## src/rtl/wb_commit_tracer_if.sv

```systemverilog
// wb_commit_tracer_if: write-back capture, trace stream and counter signals of the commit tracer.
interface wb_commit_tracer_if #(
  parameter int DEPTH = 8,
  parameter int CYCW  = 32
);
  localparam int OW = $clog2(DEPTH) + 1;
  logic            wb_valid;
  logic [31:0]     wb_pc;
  logic [31:0]     wb_instruction;
  logic [31:0]     wb_write_data;
  logic [4:0]      wb_rd_addr;
  logic            wb_RegWrite;
  logic            clr_overflow;
  logic            trace_valid;
  logic            trace_ready;
  logic [31:0]     trace_pc;
  logic [31:0]     trace_instruction;
  logic [31:0]     trace_data;
  logic [4:0]      trace_rd;
  logic            trace_we;
  logic [CYCW-1:0] trace_cycle;
  logic [OW-1:0]   occupancy;
  logic [CYCW-1:0] cycle_count;
  logic [31:0]     retired_count;
  logic [15:0]     dropped_count;
  logic            overflow;
  modport master (
    output wb_valid, wb_pc, wb_instruction, wb_write_data, wb_rd_addr, wb_RegWrite,
           clr_overflow, trace_ready,
    input  trace_valid, trace_pc, trace_instruction, trace_data, trace_rd, trace_we,
           trace_cycle, occupancy, cycle_count, retired_count, dropped_count, overflow
  );
  modport slave (
    input  wb_valid, wb_pc, wb_instruction, wb_write_data, wb_rd_addr, wb_RegWrite,
           clr_overflow, trace_ready,
    output trace_valid, trace_pc, trace_instruction, trace_data, trace_rd, trace_we,
           trace_cycle, occupancy, cycle_count, retired_count, dropped_count, overflow
  );
endinterface

```

## src/rtl/wb_commit_tracer.sv

```systemverilog
// wb_commit_tracer: FIFO of retired-instruction records with cycle stamps, streamed out FWFT,
// plus retirement/cycle/drop counters and a sticky overflow flag.
module wb_commit_tracer #(
  parameter int DEPTH = 8,
  parameter int CYCW  = 32
) (
  input logic                clk,
  input logic                reset,
  wb_commit_tracer_if.slave  tr_io
);
  localparam int AW = $clog2(DEPTH);
  localparam int OW = AW + 1;
  typedef struct packed {
    logic [31:0]     pc;
    logic [31:0]     ins;
    logic            we;
    logic [31:0]     data;
    logic [4:0]      rd;
    logic [CYCW-1:0] cyc;
  } rec_t;
  rec_t            mem_q [DEPTH];
  rec_t            wr_rec, hd;
  logic [AW-1:0]   head_q, head_d, tail_q, tail_d;
  logic [OW-1:0]   occ_q, occ_d;
  logic [CYCW-1:0] cyc_q, cyc_d;
  logic [31:0]     ret_q, ret_d;
  logic [15:0]     drop_q, drop_d;
  logic            ovf_q, ovf_d;
  logic            full, valid, pop, push, drop, we;
  always_comb begin
    valid  = occ_q != '0;
    full   = occ_q == OW'(DEPTH);
    pop    = valid && tr_io.trace_ready;
    push   = tr_io.wb_valid && (!full || pop);
    drop   = tr_io.wb_valid && full && !pop;
    we     = tr_io.wb_RegWrite && tr_io.wb_rd_addr != 5'd0;
    wr_rec = {tr_io.wb_pc, tr_io.wb_instruction, we,
              we ? tr_io.wb_write_data : 32'd0, we ? tr_io.wb_rd_addr : 5'd0, cyc_q};
    head_d = pop ? head_q + AW'(1) : head_q;
    tail_d = push ? tail_q + AW'(1) : tail_q;
    occ_d  = occ_q + OW'(push) - OW'(pop);
    cyc_d  = cyc_q + CYCW'(1);
    ret_d  = ret_q + 32'(tr_io.wb_valid);
    drop_d = drop_q + 16'(drop && drop_q != 16'hFFFF);
    // a drop on the same edge as a clear keeps the flag set
    ovf_d  = drop || (ovf_q && !tr_io.clr_overflow);
  end
  always_ff @(posedge clk) begin
    if (!reset) begin
      head_q <= '0;
      tail_q <= '0;
      occ_q  <= '0;
      cyc_q  <= '0;
      ret_q  <= '0;
      drop_q <= '0;
      ovf_q  <= 1'b0;
    end else begin
      head_q <= head_d;
      tail_q <= tail_d;
      occ_q  <= occ_d;
      cyc_q  <= cyc_d;
      ret_q  <= ret_d;
      drop_q <= drop_d;
      ovf_q  <= ovf_d;
    end
  end
  always_ff @(posedge clk) if (reset && push) mem_q[tail_q] <= wr_rec;
  assign hd                      = valid ? mem_q[head_q] : '0;
  assign tr_io.trace_valid       = valid;
  assign tr_io.trace_pc          = hd.pc;
  assign tr_io.trace_instruction = hd.ins;
  assign tr_io.trace_data        = hd.data;
  assign tr_io.trace_rd          = hd.rd;
  assign tr_io.trace_we          = hd.we;
  assign tr_io.trace_cycle       = hd.cyc;
  assign tr_io.occupancy         = occ_q;
  assign tr_io.cycle_count       = cyc_q;
  assign tr_io.retired_count     = ret_q;
  assign tr_io.dropped_count     = drop_q;
  assign tr_io.overflow          = ovf_q;
endmodule

```

## src/flat_wrapper.sv

```systemverilog
// flat-port wrapper written by rule: the top's interface ports become plain ports
module wb_commit_tracer_flat 
#(
  parameter int DEPTH = 8,
  parameter int CYCW  = 32
)
  (clk, reset, tr_io_wb_valid, tr_io_wb_pc, tr_io_wb_instruction, tr_io_wb_write_data, tr_io_wb_rd_addr, tr_io_wb_RegWrite, tr_io_clr_overflow, tr_io_trace_ready, tr_io_trace_valid, tr_io_trace_pc, tr_io_trace_instruction, tr_io_trace_data, tr_io_trace_rd, tr_io_trace_we, tr_io_trace_cycle, tr_io_occupancy, tr_io_cycle_count, tr_io_retired_count, tr_io_dropped_count, tr_io_overflow);
  wb_commit_tracer_if #(.DEPTH(DEPTH), .CYCW(CYCW)) tr_io_i ();
  input logic clk;
  input logic reset;
  input wire logic [$bits(tr_io_i.wb_valid)-1:0] tr_io_wb_valid;
  input wire logic [$bits(tr_io_i.wb_pc)-1:0] tr_io_wb_pc;
  input wire logic [$bits(tr_io_i.wb_instruction)-1:0] tr_io_wb_instruction;
  input wire logic [$bits(tr_io_i.wb_write_data)-1:0] tr_io_wb_write_data;
  input wire logic [$bits(tr_io_i.wb_rd_addr)-1:0] tr_io_wb_rd_addr;
  input wire logic [$bits(tr_io_i.wb_RegWrite)-1:0] tr_io_wb_RegWrite;
  input wire logic [$bits(tr_io_i.clr_overflow)-1:0] tr_io_clr_overflow;
  input wire logic [$bits(tr_io_i.trace_ready)-1:0] tr_io_trace_ready;
  output wire logic [$bits(tr_io_i.trace_valid)-1:0] tr_io_trace_valid;
  output wire logic [$bits(tr_io_i.trace_pc)-1:0] tr_io_trace_pc;
  output wire logic [$bits(tr_io_i.trace_instruction)-1:0] tr_io_trace_instruction;
  output wire logic [$bits(tr_io_i.trace_data)-1:0] tr_io_trace_data;
  output wire logic [$bits(tr_io_i.trace_rd)-1:0] tr_io_trace_rd;
  output wire logic [$bits(tr_io_i.trace_we)-1:0] tr_io_trace_we;
  output wire logic [$bits(tr_io_i.trace_cycle)-1:0] tr_io_trace_cycle;
  output wire logic [$bits(tr_io_i.occupancy)-1:0] tr_io_occupancy;
  output wire logic [$bits(tr_io_i.cycle_count)-1:0] tr_io_cycle_count;
  output wire logic [$bits(tr_io_i.retired_count)-1:0] tr_io_retired_count;
  output wire logic [$bits(tr_io_i.dropped_count)-1:0] tr_io_dropped_count;
  output wire logic [$bits(tr_io_i.overflow)-1:0] tr_io_overflow;
  assign tr_io_i.wb_valid = tr_io_wb_valid;
  assign tr_io_i.wb_pc = tr_io_wb_pc;
  assign tr_io_i.wb_instruction = tr_io_wb_instruction;
  assign tr_io_i.wb_write_data = tr_io_wb_write_data;
  assign tr_io_i.wb_rd_addr = tr_io_wb_rd_addr;
  assign tr_io_i.wb_RegWrite = tr_io_wb_RegWrite;
  assign tr_io_i.clr_overflow = tr_io_clr_overflow;
  assign tr_io_i.trace_ready = tr_io_trace_ready;
  assign tr_io_trace_valid = tr_io_i.trace_valid;
  assign tr_io_trace_pc = tr_io_i.trace_pc;
  assign tr_io_trace_instruction = tr_io_i.trace_instruction;
  assign tr_io_trace_data = tr_io_i.trace_data;
  assign tr_io_trace_rd = tr_io_i.trace_rd;
  assign tr_io_trace_we = tr_io_i.trace_we;
  assign tr_io_trace_cycle = tr_io_i.trace_cycle;
  assign tr_io_occupancy = tr_io_i.occupancy;
  assign tr_io_cycle_count = tr_io_i.cycle_count;
  assign tr_io_retired_count = tr_io_i.retired_count;
  assign tr_io_dropped_count = tr_io_i.dropped_count;
  assign tr_io_overflow = tr_io_i.overflow;
  wb_commit_tracer #(.DEPTH(DEPTH), .CYCW(CYCW)) u_core (.clk(clk), .reset(reset), .tr_io(tr_io_i));
endmodule
```

## config.mk

```make
export PLATFORM = sky130hd
export DESIGN_NAME = wb_commit_tracer_flat
export DESIGN_NICKNAME = d
export VERILOG_FILES = /design/src/rtl/wb_commit_tracer_if.sv /design/src/rtl/wb_commit_tracer.sv /design/src/flat_wrapper.sv
export SDC_FILE = /design/constraint.sdc
export NUM_CORES = 1
export LEC_CHECK = 0
export ABC_AREA = 1
export BUFFER_PORTS_ARGS = -buffer_cell sky130_fd_sc_hd__buf_4
export CAP_MARGIN = 30
export CORE_ASPECT_RATIO = 2
export CORE_MARGIN = 2
export CORE_UTILIZATION = 47
export CTS_CLUSTER_SIZE = 14
export DETAILED_ROUTE_END_ITERATION = 10
export PLACE_DENSITY_LB_ADDON = 0.15
export SYNTH_ARGS = -nofsm -noshare
export SYNTH_HDL_FRONTEND = slang
export SYNTH_SLANG_ARGS = --single-unit
```

## constraint.sdc

```tcl
create_clock -name clk -period 8.5 [get_ports clk]
set_clock_uncertainty 0.15 [all_clocks]
set_input_delay 0.425 -clock clk [delete_from_list [all_inputs] [get_ports clk]]
set_output_delay 0.425 -clock clk [all_outputs]
set_load 0.02 [all_outputs]
```

# After elaboration in Yosys (flattened, before gate mapping)
# Memory sizes are Yosys's and may differ from the RTL's. A register that Yosys moved wholly into a read port is not among the register bits.
# Index checks and enable logic that the tools add are counted.
[classes]
add_sub_neg = 7
n_eq_ne = 2
n_mux = 7
n_reduce_logical = 15
[op_table]
columns = ["operator", "n"]
rows = [
  ["134-bit two-way mux", 1],
  ["32-bit by 1-bit adder with 32-bit output", 1],
  ["32-bit by 1-bit adder with 32-bit output, second input constant", 1],
  ["32-bit two-way mux", 1],
  ["16-bit by 1-bit adder with 16-bit output", 1],
  ["16-bit inequality test, second input constant", 1],
  ["1-bit logical AND", 8],
  ["3-bit by 1-bit adder with 3-bit output, second input constant", 2],
  ["3-bit two-way mux", 2],
  ["5-bit two-way mux", 1],
  ["5-bit nonzero test", 1],
  ["4-bit by 1-bit adder with 4-bit output", 1],
  ["4-bit == test, second input constant", 1],
  ["4-bit nonzero test", 1],
  ["4-bit by 1-bit subtractor with 4-bit output", 1],
  ["1-bit logical NOT", 3],
  ["1-bit logical OR", 2],
  ["1-bit two-way mux", 2],
]
[word_totals]
regBits = 91
mem_bits_rw = 1072
out_inout_bits = 220
mem_count = 1
[memory_table]
columns = ["name", "words", "word_bits", "rd", "rd_ports_with_merged_regs", "write_ports", "line", "rtl"]
rows = [
  ["u_core.mem_q", 8, 134, 1, 1, 1, "wb_commit_tracer.sv:21", "rec_t mem_q [DEPTH];"],
]

# Logic depth before layout (Yosys ltp)
[logic_depth]
ltp_word = 7
ltp_mapped = 15
mapped_depth_nobuf = 15

# Worst setup path after synthesis
# Ideal clock, no wire load.
[synth_path]
kind = "reg-to-reg"
start = "register u_core.occ_q[2], in the netlist u_core.tr_io.occupancy[2]"
end = "memory u_core.mem_q[0][0] (netlist bit) (enable)"
setup_ps = 629
arrival_time_ps = 7031
slack_ps = 690
path_stages_with_launch = 9
synth_period_minus_slack_ps = 7810
path_cell_list = "dfxtp_1 -> inv_1 -> ha_1 -> nand3_2 -> nand2_1 -> nand2_1 -> nand2_1 -> or2_2 -> nor2_1"
[synth_between]
elab_chain_len = 7
elab_cells_between_ends = 9
cone_classes = "eq/ne (1); mux (2); reduce/logical (6)"
[synth_rtl]
columns = ["element", "line", "rtl"]
rows = [
  ["start, declared", "wb_commit_tracer.sv:24", "logic [OW-1:0] occ_q, occ_d;"],
  ["start signal, assigned", "wb_commit_tracer.sv:52", "occ_q <= '0;"],
  ["start signal, assigned", "wb_commit_tracer.sv:60", "occ_q <= occ_d;"],
  ["4-bit == test / 4-bit nonzero test (equally long branches)", "wb_commit_tracer.sv:32, wb_commit_tracer.sv:31", ""],
  ["1-bit logical NOT / 1-bit logical AND (equally long branches)", "wb_commit_tracer.sv:34, wb_commit_tracer.sv:33", ""],
  ["1-bit logical OR (*)", "wb_commit_tracer.sv:34", "push = tr_io.wb_valid && (!full || pop);"],
  ["1-bit logical AND (*)", "wb_commit_tracer.sv:34", ""],
  ["1-bit logical AND (*)", "wb_commit_tracer.sv:67", "always_ff @(posedge clk) if (reset && push) mem_q[tail_q] <= wr_rec;"],
  ["1-bit two-way mux (*)", "wb_commit_tracer.sv:67", ""],
  ["1-bit two-way mux (implied by the code) (*)", "wb_commit_tracer.sv:67", ""],
  ["end, declared", "wb_commit_tracer.sv:21", ""],
]
# Every way passes the cells marked *; elsewhere a longest branch is shown, timed or not.

==> impl_metrics.env <==
export IMPL_synthDistinctLibCells=34
export IMPL_grt_pass1_wl_mm=180.8
export IMPL_worst_skew_pair_late_latency_ps=700
export IMPL_finalNetCount=4416
export IMPL_dp_hpwl_mm=62.19
export IMPL_grt_antenna_before_repair=6
export IMPL_ir_drop_mv=0.2672
export IMPL_first_pass_iters=5
export IMPL_grt_setup_unrepaired="false"
export IMPL_rr_worst_depth=9
export IMPL_cts_sinks=1166
export IMPL_arrival_ps=4200
export IMPL_cap_violations=0
export IMPL_cp_end_kind="output port"
export IMPL_post_synth_net_total=4118
export IMPL_vias=31280
export IMPL_hold_path_class="in2reg"
export IMPL_powerDensity_nw_per_um2=279.6
export IMPL_detail_route_wl_per_cell_um=20.97
export IMPL_grt_pass1_vias=31000
export IMPL_numPlacedInstances=5421
export IMPL_crit_fanout=196
export IMPL_min_delay_worst_endpoint="u_core.mem_q[6][65]$_DFFE_PP_"
export IMPL_synth_warnings=0
export IMPL_critical_path_reg2reg_startpoint="u_core.tr_io.occupancy[2]$_SDFF_PN0_"
export IMPL_grt_util_all_layers=0.2282
export IMPL_clock_fmax_ghz=0.2096
export IMPL_die_width_um=227.9
export IMPL_filler_cell_count=8544
export IMPL_ctsRootBufferMaster="sky130_fd_sc_hd__clkbuf_16"
export IMPL_finished_core_util=0.5461
export IMPL_starting_density_of_the_core=0.4733
export IMPL_fp_dieArea_um2=102900
export IMPL_worstHoldStart="tr_io_wb_write_data[28]"
export IMPL_cts_path_max_buffers=3
export IMPL_fp_dieH_um=451.7
export IMPL_finalSetupTns_ps=0
export IMPL_power_leakage_nw=18.90
export IMPL_startpoint_type="flop"
export IMPL_r2r_setup_slack_ps=4380
export IMPL_min_delay_path_depth=3
export IMPL_yosysSeqAreaShare=0.7234
export IMPL_core_um2=99520
export IMPL_final_max_slew_violation_count=0
export IMPL_crit_type="reg2out"
export IMPL_synth_cells=3996
export IMPL_syn_area_per_cell_um2=11.79
export IMPL_clk_pin_slew_ps=60
export IMPL_synthesis_area_um2=47100
export IMPL_postCtsResizedCells=0
export IMPL_worst_r2r_endpoint="u_core.mem_q[5][16]$_DFFE_PP_"
export IMPL_grt_remaining_overflow=0
export IMPL_remaining_number_of_nets_flagged_by_the_antenna_check_after_routing=0
export IMPL_viasPerCell=5.488
export IMPL_globalplace_congestion=0.8226
export IMPL_routed_wirelength_mm=119.5
export IMPL_area_growth_syn_to_layout_pct=15.37
export IMPL_worst_slew_margin_relative_to_its_limit=0.2765
export IMPL_ctsHtreeMaxLevel=3
export IMPL_drive_gt1_frac=0.1170
export IMPL_finish_cell_count_without_fillers=5700
export IMPL_drc_errors=0
export IMPL_top_level_ports=327
export IMPL_final_total_power_mw=15.20
export IMPL_fin_crit_sh=0.5613
export IMPL_clock_tree_from_tritoncts="built"
export IMPL_timing_final_hold_violations=0
export IMPL_final_setup_viol_count=0
export IMPL_synth_seq_cells=1166
export IMPL_minimum_clock_period_ps=4771
export IMPL_crit_required_ps=7930
export IMPL_post_cts_setup_buffer_count=0
export IMPL_tightestPinTransition_ps=1085
export IMPL_buffer_ports_inserted=326
export IMPL_status="finished clean"
export IMPL_rows=164
export IMPL_tritoncts_num_buffers=102
export IMPL_initialDrtViolationCount=2182
export IMPL_pin_count_of_the_biggest_net_entering_global_routing=233
through the flow:
| step | area [um^2] | hold slack (ps) | setup WS (ps) |
|---|---|---|---|
| floorplan | 47100 | 297.6 | 689.9 |
| global placement | 50240 | 327.1 | 4294 |
| detailed placement | 50280 | 327.6 | 4312 |
| CTS | 54340 | 3.930 | 3525 |
| global route | 54340 | 38.36 | 3291 |
| finish | 54340 | 69.51 | 3729 |
worst max-delay path, stage by stage, from the launching register on:
cell and delay, ps:
sky130_fd_sc_hd__dfxtp_4 970, sky130_fd_sc_hd__buf_12 660, sky130_fd_sc_hd__buf_12 650, sky130_fd_sc_hd__nor2_1 110, sky130_fd_sc_hd__nor2_1 110, sky130_fd_sc_hd__o21ai_0 80, sky130_fd_sc_hd__o211ai_1 120, sky130_fd_sc_hd__nand2_1 70
sky130_fd_sc_hd__nor2_1 300, sky130_fd_sc_hd__buf_4 210
synthesized netlist by cell type:
master | count | area, um^2
sky130_fd_sc_hd__a21oi_1 | 53 | 265.3
sky130_fd_sc_hd__a31oi_1 | 2 | 12.51
sky130_fd_sc_hd__and2_1 | 4 | 25.02
sky130_fd_sc_hd__and3_1 | 7 | 43.79
sky130_fd_sc_hd__buf_1 | 12 | 45.04
sky130_fd_sc_hd__buf_12 | 2 | 40.04
sky130_fd_sc_hd__buf_2 | 40 | 200.2
sky130_fd_sc_hd__buf_4 | 45 | 337.8
sky130_fd_sc_hd__buf_6 | 27 | 304.0
sky130_fd_sc_hd__buf_8 | 1 | 15.01
sky130_fd_sc_hd__clkbuf_1 | 140 | 525.5
sky130_fd_sc_hd__clkinv_1 | 1 | 3.750
sky130_fd_sc_hd__dfxtp_1 | 94 | 1882
sky130_fd_sc_hd__edfxtp_1 | 1072 | 32190
sky130_fd_sc_hd__fa_1 | 1 | 20.02
sky130_fd_sc_hd__ha_1 | 14 | 175.2
sky130_fd_sc_hd__inv_1 | 112 | 420.4
sky130_fd_sc_hd__inv_2 | 1 | 3.750
sky130_fd_sc_hd__inv_4 | 1 | 6.260
sky130_fd_sc_hd__nand2_1 | 317 | 1190
sky130_fd_sc_hd__nand3_1 | 45 | 225.2
sky130_fd_sc_hd__nand3_2 | 1 | 10.01
sky130_fd_sc_hd__nand4_1 | 5 | 31.28
sky130_fd_sc_hd__nor2_1 | 1144 | 4294
sky130_fd_sc_hd__nor3_1 | 7 | 35.03
sky130_fd_sc_hd__nor3b_1 | 2 | 15.01
sky130_fd_sc_hd__nor4_1 | 1 | 6.260
sky130_fd_sc_hd__o211ai_1 | 134 | 1006
sky130_fd_sc_hd__o21a_1 | 4 | 30.03
sky130_fd_sc_hd__o21ai_0 | 561 | 2808
sky130_fd_sc_hd__o22ai_1 | 134 | 838.3
sky130_fd_sc_hd__or2_2 | 3 | 18.77
sky130_fd_sc_hd__xnor2_1 | 2 | 17.52
sky130_fd_sc_hd__xor2_1 | 7 | 61.31
state kept, by name, indices dropped and copies added (netlist names), named ones only:
| signal | cells |
|---|---|
| u_core.mem_q | 1072 |
| u_core.tr_io.cycle_count | 32 |
| u_core.tr_io.overflow | 1 |
| u_core.tr_io.retired_count | 32 |
| u_core.tr_io.dropped_count | 16 |
| u_core.tr_io.occupancy | 4 |
| u_core.tail_q | 3 |
| u_core.head_q | 3 |
report_power, final:
part / total (mW) / leakage, nW / internal [mW] / switching (mW)
Clock: 4.37 / 1.50 / 2.38 / 1.99
Combinational: 4.30 / 7.03 / 1.37 / 2.92
Sequential: 6.52 / 10.4 / 6.42 / 0.0998
Total: 15.2 / 18.9 / 10.2 / 5.02
cell usage in the layout (no fill, tap or decap), drive strengths merged, types with 3 or more instances in the layout:
cell type,count
a21oi,53
and2,4
and3,7
buf,364
bufinv,3
clkbuf,133
clkinv,40
dfxtp,94
diode,3
dlygate4sd3,97
edfxtp,1072
ha,14
inv,116
nand2,317
nand3,46
nand4,5
nor2,1144
nor3,7
o211ai,134
o21a,4
o21ai,561
o22ai,134
or2,3
xor2,7
logic make-up (layout without fill, tap and decap cells):
logic type / after synthesis / after routing / synth area share
xor gates and xnor gates: 9 / 9 / 0.001674
DFF: 1166 / 1166 / 0.7234
AOI/OAI and AO/OA: 888 / 888 / 0.1053
adders and majority gates: 15 / 15 / 0.004144
buffers and inverters: 382 / 755 / 0.04038
other: 0 / 3 / 0
and+or+nand+nor: 1536 / 1536 / 0.1251
repair_timing:
item                                   in CTS  in global routing
hold buffers                               97                  0
setup endpoints to repair                   0                  0
endpoints found under the hold margin     749                  0
worst max-delay path by stage:
stage	endpoint	slack, ps	cells after the start
CTS	tr_io_trace_data[13]	3530	9
detailed placement	tr_io_trace_data[13]	4310	9
global route	tr_io_trace_data[4]	3290	9
global placement	tr_io_trace_data[13]	4290	9
floorplan	u_core.mem_q[0][0]$_DFFE_PP_	690	8
finish	tr_io_trace_data[13]	3730	9
cell type report:
type                            count  area (um^2)  share of cell area
Inverter                          115        450.4            0.008289
Clock buffer                      133         2784             0.05123
Timing Repair Buffer              461         3861             0.07105
Tap cell                         1328         1662             0.03058
Sequential cell                  1166        34080              0.6272
Clock inverter                     46        296.5            0.005457
Multi-Input combinational cell   2448        11200              0.2061
Antenna cell                        3        7.507           0.0001381
metal layers:
layer / vias up / track usage / share of wire
met5: - / 0 / 0.00060
met4: 10 / 0.07169 / 0.024
met3: 200 / 0.03698 / 0.053
met2: 841 / 0.4078 / 0.51
met1: 15560 / 0.2835 / 0.41
li1: 14670 / - / -
Note: power is estimated with default switching activity, not from simulation.
